## src/rtl/mtl1_bus_pkg.sv

```systemverilog
// Shared MTL-1 bus definitions: flash window bounds, SPI opcodes, the flash
// reader state encoding and its debug view.
package mtl1_bus_pkg;

    localparam logic [15:0] FLASH_START  = 16'h3000;
    localparam logic [15:0] FLASH_END    = 16'h7FFF;
    localparam logic [7:0]  SPI_CMD_READ = 8'h03;

    // Cumulative SCLK rising-edge counts at which each phase completes.
    localparam logic [5:0]  CMD_BITS     = 6'd8;
    localparam logic [5:0]  ADDR_BITS    = 6'd32;
    localparam logic [5:0]  TOTAL_BITS   = 6'd40;

    typedef enum logic [2:0] {
        IDLE,
        CMD,
        ADDR,
        DATA,
        DONE,
        HOLD
    } state_t;

    typedef struct packed {
        state_t      state;
        logic [5:0]  bit_cnt;
        logic [23:0] flash_addr;
    } dbg_t;

    // CPU address to flash byte address; the sum wraps modulo 2^24.
    function automatic logic [23:0] flash_offset(input logic [15:0] cpu_addr,
                                                 input logic [15:0] win_start,
                                                 input logic [23:0] base);
        logic [15:0] delta;
        delta = cpu_addr - win_start;
        return base + {8'h00, delta};
    endfunction

endpackage

```

## src/rtl/spi_clk_div.sv

```systemverilog
// SCLK generator: toggles SCLK every CLK_DIV cycles while enabled and flags
// the edge on which SCLK is about to rise or fall.
module spi_clk_div #(
    parameter int unsigned CLK_DIV = 2
) (
    input  logic clk,
    input  logic reset,
    input  logic en,
    output logic sclk,
    output logic rise,
    output logic fall
);

    localparam logic [7:0] DIV_LAST = 8'(CLK_DIV - 1);

    logic [7:0] div_cnt;
    logic       tick;

    assign tick = en & (div_cnt == DIV_LAST);
    assign rise = tick & ~sclk;
    assign fall = tick & sclk;

    // Dropping the enable parks SCLK low, ready for the next mode-0 frame.
    always_ff @(posedge clk) begin
        if (reset || !en) begin
            div_cnt <= 8'd0;
            sclk    <= 1'b0;
        end else if (tick) begin
            div_cnt <= 8'd0;
            sclk    <= ~sclk;
        end else begin
            div_cnt <= div_cnt + 8'd1;
        end
    end

endmodule

```

## src/rtl/spi_flash_reader.sv

```systemverilog
// 6809 flash-window responder: turns reads in the window into SPI READ (0x03)
// transactions and holds MRDY low until the byte returns.
// Optional single-entry read cache: define SPI_READ_CACHE_EN.
module spi_flash_reader
    import mtl1_bus_pkg::*;
#(
    parameter int unsigned CLK_DIV      = 2,
    parameter logic [15:0] WINDOW_START = FLASH_START,
    parameter logic [23:0] FLASH_BASE   = 24'h000000
) (
    input  logic        i_clk,
    input  logic        i_reset,
    input  logic        i_spi_ce,
    input  logic        i_FT_CS,
    input  logic        i_rw,
    input  logic [15:0] i_address,
    output logic [7:0]  o_data,
    output logic        o_data_valid,
    output logic        o_mrdy,
    output logic        o_busy,
    output logic        o_spi_oe,
    output logic        o_spi_cs_n,
    output logic        o_spi_sclk,
    output logic        o_spi_mosi,
    input  logic        i_spi_miso,
    output dbg_t        o_dbg
);

    state_t      state;
    logic [31:0] shift_reg;
    logic [7:0]  rx_byte;
    logic [5:0]  bit_cnt;
    logic [23:0] flash_addr;
    logic        run;

    logic        req;
    logic        hit;
    logic [7:0]  hit_byte;
    logic        in_xfer;
    logic        done_now;
    logic        spi_rise;
    logic        spi_fall;
    logic [23:0] next_addr;

    assign req       = i_spi_ce & i_rw & i_FT_CS;
    assign next_addr = flash_offset(i_address, WINDOW_START, FLASH_BASE);
    assign in_xfer   = state inside {CMD, ADDR, DATA};
    assign done_now  = (state == DATA) & i_FT_CS & ~run & (bit_cnt == TOTAL_BITS);

    // Combinational so the 6809 is stretched in the very cycle it presents the address.
    assign o_mrdy = ~(((state == IDLE) & req & ~hit & ~i_reset) | in_xfer);

    spi_clk_div #(.CLK_DIV(CLK_DIV)) u_clk_div (
        .clk   (i_clk),
        .reset (i_reset),
        .en    (run & i_FT_CS),
        .sclk  (o_spi_sclk),
        .rise  (spi_rise),
        .fall  (spi_fall)
    );

`ifdef SPI_READ_CACHE_EN
    logic        cache_valid;
    logic [23:0] cache_addr;
    logic [7:0]  cache_byte;

    assign hit      = cache_valid & (next_addr == cache_addr);
    assign hit_byte = cache_byte;

    // Any FT2232 ownership may have rewritten the flash, so the entry is dropped.
    always_ff @(posedge i_clk) begin
        if (i_reset || !i_FT_CS) begin
            cache_valid <= 1'b0;
        end else if (done_now) begin
            cache_valid <= 1'b1;
            cache_addr  <= flash_addr;
            cache_byte  <= rx_byte;
        end
    end
`else
    assign hit      = 1'b0;
    assign hit_byte = 8'hFF;
`endif

    always_ff @(posedge i_clk) begin
        if (i_reset) begin
            state        <= IDLE;
            o_data       <= 8'hFF;
            o_data_valid <= 1'b0;
            o_busy       <= 1'b0;
            o_spi_oe     <= 1'b0;
            o_spi_cs_n   <= 1'b1;
            o_spi_mosi   <= 1'b0;
            shift_reg    <= 32'd0;
            rx_byte      <= 8'd0;
            bit_cnt      <= 6'd0;
            flash_addr   <= 24'd0;
            run          <= 1'b0;
        end else begin
            o_data_valid <= 1'b0;
            case (state)
                IDLE: begin
                    if (req && hit) begin
                        o_data       <= hit_byte;
                        o_data_valid <= 1'b1;
                        state        <= HOLD;
                    end else if (req) begin
                        flash_addr <= next_addr;
                        shift_reg  <= {SPI_CMD_READ, next_addr};
                        o_spi_mosi <= SPI_CMD_READ[7];
                        o_spi_oe   <= 1'b1;
                        o_spi_cs_n <= 1'b0;
                        o_busy     <= 1'b1;
                        bit_cnt    <= 6'd0;
                        run        <= 1'b0;
                        state      <= CMD;
                    end
                end
                CMD, ADDR, DATA: begin
                    if (!i_FT_CS) begin
                        o_spi_oe     <= 1'b0;
                        o_spi_cs_n   <= 1'b1;
                        o_spi_mosi   <= 1'b0;
                        o_data       <= 8'hFF;
                        o_data_valid <= 1'b1;
                        o_busy       <= 1'b0;
                        run          <= 1'b0;
                        state        <= HOLD;
                    end else begin
                        // One idle cycle of CS setup before SCLK starts.
                        if (state == CMD && bit_cnt == 6'd0 && !run) begin
                            run <= 1'b1;
                        end
                        if (spi_rise) begin
                            bit_cnt <= bit_cnt + 6'd1;
                            if (state == DATA) begin
                                rx_byte <= {rx_byte[6:0], i_spi_miso};
                            end
                        end
                        if (spi_fall) begin
                            if (bit_cnt == TOTAL_BITS) begin
                                run <= 1'b0;
                            end else begin
                                shift_reg  <= {shift_reg[30:0], 1'b0};
                                o_spi_mosi <= shift_reg[30];
                            end
                            if (state == CMD && bit_cnt == CMD_BITS) begin
                                state <= ADDR;
                            end
                            if (state == ADDR && bit_cnt == ADDR_BITS) begin
                                state <= DATA;
                            end
                        end
                        if (done_now) begin
                            o_spi_cs_n   <= 1'b1;
                            o_data       <= rx_byte;
                            o_data_valid <= 1'b1;
                            o_busy       <= 1'b0;
                            state        <= DONE;
                        end
                    end
                end
                DONE: begin
                    o_spi_oe <= 1'b0;
                    state    <= HOLD;
                end
                HOLD: begin
                    if (!i_spi_ce) begin
                        state <= IDLE;
                    end
                end
                default: state <= IDLE;
            endcase
        end
    end

    always_comb begin
        o_dbg            = '0;
        o_dbg.state      = state;
        o_dbg.bit_cnt    = bit_cnt;
        o_dbg.flash_addr = flash_addr;
    end

endmodule
```

## config.mk

```make
export PLATFORM = sky130hd
export DESIGN_NAME = spi_flash_reader
export DESIGN_NICKNAME = d
export VERILOG_FILES = /design/src/rtl/mtl1_bus_pkg.sv /design/src/rtl/spi_clk_div.sv /design/src/rtl/spi_flash_reader.sv
export SDC_FILE = /design/constraint.sdc
export NUM_CORES = 1
export LEC_CHECK = 0
export CAP_MARGIN = 25
export CORE_ASPECT_RATIO = 1.4
export CORE_MARGIN = 2
export CORE_UTILIZATION = 47
export CTS_CLUSTER_SIZE = 12
export DETAILED_ROUTE_END_ITERATION = 8
export MAX_ROUTING_LAYER = met4
export PLACE_DENSITY = 0.86
export SLEW_MARGIN = 40
export SYNTH_ARGS = -nofsm -noshare
export SYNTH_HDL_FRONTEND = slang
export SYNTH_SLANG_ARGS = --single-unit
```

## constraint.sdc

```tcl
create_clock -name i_clk -period 1.74 [get_ports i_clk]
set_clock_uncertainty 0.05 [all_clocks]
set_input_delay 0.174 -clock i_clk [delete_from_list [all_inputs] [get_ports i_clk]]
set_output_delay 0.174 -clock i_clk [all_outputs]
set_load 0.01 [all_outputs]
```

* Yosys cells after proc, flatten, opt, wreduce, memory -nomap -nowiden
Index checks and enable logic that the tools add are counted.
** Storage, ports and cells
- Register bits :: 87
- Bits of input ports :: 22
- Output and inout port bits :: 48
- Logic and storage cells :: 121
** Cells by class
- Add/subtract/negate cells :: 3
- Equal/unequal tests :: 22
- Multiplexer cells :: 40
- Bitwise gates (word level) :: 17
- Reduce and logical (&&, ||, !) cells :: 25
** Operators by type and width (count)
- $mux W31 :: 4
- $pmux W31 S2 :: 1
- $mux W3 :: 7
- $mux W6 :: 3
- $mux W1 :: 16
- $mux W8 :: 2
- $reduce_and A4 Y1 :: 4
- $sub A16 B14 Y16 const B :: 1
- $ne A2 B2 Y1 const B :: 7
- $eq A6 B6 Y1 const B :: 2
- $pmux W3 S4 :: 1
- $pmux W6 S2 :: 1
- $and A1 B1 Y1 :: 11
- $ne A3 B3 Y1 const B :: 3
- $add A8 B1 Y8 const B :: 1
- $eq A8 B1 Y1 const B :: 1
- $pmux W1 S2 :: 4
- $add A6 B1 Y6 const B :: 1
- $eq A3 B2 Y1 const B :: 2
- $eq A3 B3 Y1 const B :: 2
- $eq A6 B4 Y1 const B :: 1
- $logic_not A6 Y1 :: 1
- $reduce_and A2 Y1 :: 3
- $reduce_and A3 Y1 :: 2
- other kinds (16) :: 26

* Depth between registers and ports, before layout
- Depth in word-level cells :: 8
- Depth in mapped cells :: 8
- Gate-level depth less buffers :: 7

* Cells and area by module
From an unflattened synthesis, not the netlist that was laid out.
** Second synthesis, totals
- Cells, all modules :: 440
- Area total of the unflattened synthesis :: 4045.1 sq um
** By module, submodules not included
- spi_flash_reader :: times used 1, cells an instance 395, area each 3648.5 sq um
- spi_clk_div :: times used 1, cells an instance 45, area each 396.6 sq um

* Worst setup path before layout
OpenSTA, ideal clock, no wires.
- Kind :: reg-to-reg
- Start :: register bit_cnt[0]
- End :: register o_data[0]
- Arrival time :: 1733 ps
- Required time :: 1571 ps
- Setup slack :: -163 ps
- Cell stages (with the launch flop) :: 8
- Path buffers :: 0
- Period minus slack after synthesis :: 1903 ps
- Cell sequence :: dfxtp_1 inv_1 ha_1 or3b_4 nor4_4 o21bai_2 nor3b_1 o21bai_1
** On the way
- Word-level cells in the longest chain between the ends :: 4
** RTL lines
- start, declared :: RTL line spi_flash_reader.sv:32 : logic [5:0] bit_cnt;
- start signal, assigned :: RTL line spi_flash_reader.sv:135 : bit_cnt <= bit_cnt + 6'd1;
- $eq A6 B6 Y1 :: RTL line spi_flash_reader.sv:48 : assign done_now = (state == DATA) & i_FT_CS & ~run & (bit_cnt == TOTAL_BITS);
- $and A1 B1 Y1 :: RTL line spi_flash_reader.sv:48
- $ne A2 B1 Y1 (no line)
- $reduce_and A2 Y1 (no line)
- end signal, assigned :: RTL line spi_flash_reader.sv:104 : o_data <= hit_byte;
- end signal, assigned :: RTL line spi_flash_reader.sv:156 : o_data <= rx_byte;
- end, declared :: RTL line spi_flash_reader.sv:17 : output logic [7:0] o_data,
No other way between the ends.
A chain may end at the register's enable or synchronous reset.

* Worst setup path in the final report
- Start :: register bit_cnt[1]
- End :: register shift_reg[25]
** On the way
- Word-level cells in the longest chain between the ends :: 3
** RTL lines
- $eq A6 B6 Y1 :: RTL line spi_flash_reader.sv:141 : if (bit_cnt == TOTAL_BITS) begin
- $ne A2 B2 Y1 (no line)
- $reduce_and A5 Y1 (no line)
- end signal, assigned :: RTL line spi_flash_reader.sv:109 : shift_reg <= {SPI_CMD_READ, next_addr};
- end signal, assigned :: RTL line spi_flash_reader.sv:144 : shift_reg <= {shift_reg[30:0], 1'b0};
- end, declared :: RTL line spi_flash_reader.sv:30 : logic [31:0] shift_reg;
No other way between the ends.

==> out/qor.csv <==
metric,value,unit
CTS max path bufs,2,
Synth Area in Adders,1.61,%
first-pass GRT wire length,17.7,mm
Crit Path Class,flop to flop,
Clock transition at path regs,60,ps
Syn Inst Count,433,
Crit path required time,1940,ps
share of layout cells above drive strength 1,32.4,%
"Design Area, Final",5860,um^2
RSZ-0062 raised after global routing,true,
final worst slack,-302,ps
#FFs+latches synth,87,
Hold Crit Class,input port to flop,
R2R Setup Slk,-300,ps
"EDFF count, synth",0,
Fin. Hold Viols,0,
Global Route met3 Usage,5.67,%
row cnt,39,
status,"finished, violations left",
Pre-antenna DRT Iters,6,
Syn Area/Cell,8.98,um^2
Critical Path End Type,flop,
Worst-Skew Late Latency,350,ps
gr busiest metal,met2,
Final setup viols,62,
antenna cells,0,
Simple-Gate Fraction of Synth Area,22.1,%
XOR/XNOR Fraction of Synth Area,2.93,%
GRT met1 Usage,27.2,%
worst reg2reg path depth,11,
critical path arrival,2240,ps
initial core utilization,48.0,%
input/output buffers,61,
Sink Count,87,
io pins,70,
Final ANT Viol Nets,0,
cts bufs inserted,9,
f_max,490,MHz
"most common cell after layout, fill and taps aside",dfxtp_1,
R2R Path Start,bit_cnt[1]$_SDFFE_PP0P_,
Placer Congestion,0.817,
Worst Setup SP,bit_cnt[1]$_SDFFE_PP0P_,
vias post-DR,3856,
pin count of the biggest net entering global routing,81,
mux contribution to synthesized area,5.40,%
initial antenna violation count,0,
max-cap violations,0,
Tot GR Track Use,25.9,%
GR Util met2,44.6,%
Via-to-Cell Ratio,5.90,
post-DP HPWL,6.45,mm
Routed WL per cell,19.6,um
CTS tree,yes,
Finished Layout Cells,654,
Worst Setup EP,shift_reg[25]$_SDFFE_PP0P_,
Residual DRC,0,
Final Max Slew Viols,0,
fill cell count,514,
"FFs w/ async S/R, synth",0,%
nets,574,
clock tree root buffer cell,clkbuf_16,
area delta synth->final,50.6,%
total gr overflow,0,
fin crit period,2040,ps
"Distinct cells, synth",53,
H-Tree Depth,3,
Inst Count DP,611,
hold_buf cts,0,
most frequent cells in the layout,"79 x dfxtp_1, 56 x clkdlybuf4s50_1, 51 x nand2_1",
Peak VDD IR,0.655,mV
Die H,112,um
Post-synth top flop,dfxtp_1,
startpoint types,flop,
Die ar.,9030,um^2
register area share after synthesis,44.8,%
iteration-0 DRC count of the detailed router,316,
main combinational cell family by area after synthesis,simple AND/OR/NAND/NOR gates,
Cell Pwr Density,832,nW/um^2
post-synthesis compound-gate area fraction,16.9,%
leakage,0.00221,uW
max FFs per register,31,
RR Endpoint,shift_reg[25]$_SDFFE_PP0P_,
routed wire length,12.9,mm
Die X,80.9,um
Synth warnings,0,
Post-DP Area,4880,um^2
period utilisation layout,117,%
Core Area,8100,um^2
vias in the first global route,3758,
Netlist Area Pre-Place,3890,um^2
failing checks,setup timing,
crit-path max FO,5,
## synth_stat cells, drive strengths merged, types with 2 or more instances
cell / count / area (um^2)
dfxtp: 87 / 1740
nor2: 58 / 225
nand2: 54 / 203
a21oi: 36 / 180
buf: 26 / 188
nand3: 22 / 123
mux2i: 21 / 210
a211oi: 18 / 190
nor3: 13 / 70.1
clkbuf: 11 / 41.3
o21bai: 11 / 86.3
xor2: 10 / 87.6
nor3b: 9 / 72.6
ha: 5 / 62.6
o21ai: 5 / 25.0
and3: 4 / 25.0
inv: 4 / 15.0
nor4: 4 / 55.1
o211ai: 4 / 30.0
a31oi: 3 / 18.8
xnor2: 3 / 26.3
a211o: 2 / 17.5
nand2b: 2 / 12.5
o2111ai: 2 / 17.5
o21ba: 2 / 20.0
o31ai: 2 / 28.8
## metrics by stage
stage | setup slack (ps) | TNS [ps] | hold slack, ps | total power (uW) | utilization [%]
floorplan | -32.6 | -590 | 220 | 2450 | -
global placement | -300 | -13220 | 393 | 2650 | 60.2
detailed placement | -359 | -16470 | 398 | 2670 | 60.2
CTS | -243 | -7960 | 290 | 4760 | 67.7
global route | -350 | -14480 | 294 | 5000 | 72.3
finish | -302 | -10550 | 291 | 4870 | 72.3
## area by class of cell
cell class / instances / area [um^2] / share of cell area [%]
timing repair buffer: 131 / 1320 / 22.6
inverter: 4 / 17.5 / 0.299
sequential: 87 / 1760 / 30.0
multi-input combinational: 314 / 2310 / 39.4
clock inverter: 7 / 95.1 / 1.62
tap: 102 / 128 / 2.18
clock buffer: 9 / 225 / 3.84
## cells by family (layout without fill, tap and decap cells)
logic type | count (synthesis) | count (layout)
other | 1 | 8
muxes | 21 | 21
DFF | 87 | 87
AOI/OAI and AO/OA | 90 | 92
buffers and inverters | 41 | 151
and+or+nand+nor | 175 | 175
adders and majority gates | 5 | 5
xor gates and xnor gates | 13 | 13
## power by group
group / switching (uW) / total (uW) / internal, uW
registers: 44.5 / 2090 / 2050
clock network: 847 / 2110 / 1260
logic: 354 / 675 / 320
total: 1250 / 4870 / 3630
## metal layers
layer	routed length (um)	part of all wire [%]
met5	0	0
met1	4610	36
met3	807	6.3
met4	570	4.4
met2	6860	53
## repair_timing
| item | 4_1_cts | 5_1_grt |
|---|---|---|
| pin swaps | 24 | 16 |
| gates resized for setup | 33 | 56 |
| buffers inserted | 9 | 11 |
| gates cloned | 4 | 4 |
| endpoints found under the setup margin | 53 | 75 |
## how the worst min path moves through the flow
stage	depth (start not counted)	slack, ps	to	startpoint
after CTS	3	290	rx_byte[3]$_SDFFE_PP0P_	i_reset
after global placement	2	390	shift_reg[29]$_SDFFE_PP0P_	shift_reg[29]$_SDFFE_PP0P_
after detailed placement	2	400	shift_reg[0]$_SDFFE_PP0P_	shift_reg[0]$_SDFFE_PP0P_
after floorplan	1	220	flash_addr[12]$_SDFFE_PP0P_	i_address[12]
final	3	290	rx_byte[3]$_SDFFE_PP0P_	i_reset
after global routing	4	290	u_clk_div.sclk$_SDFFE_PP0N_	i_FT_CS
## worst max-delay path: stages, from the launching register on
cell and delay [ps]:
dfxtp_2 340, inv_2 60, ha_4 140, or3b_4 240, buf_6 100, nor2_4 40
buf_4 150, buf_4 130, nor3_1 180, buf_4 190, nor3_2 50, a211oi_1 260
Power figures use the tool's default switching activity.
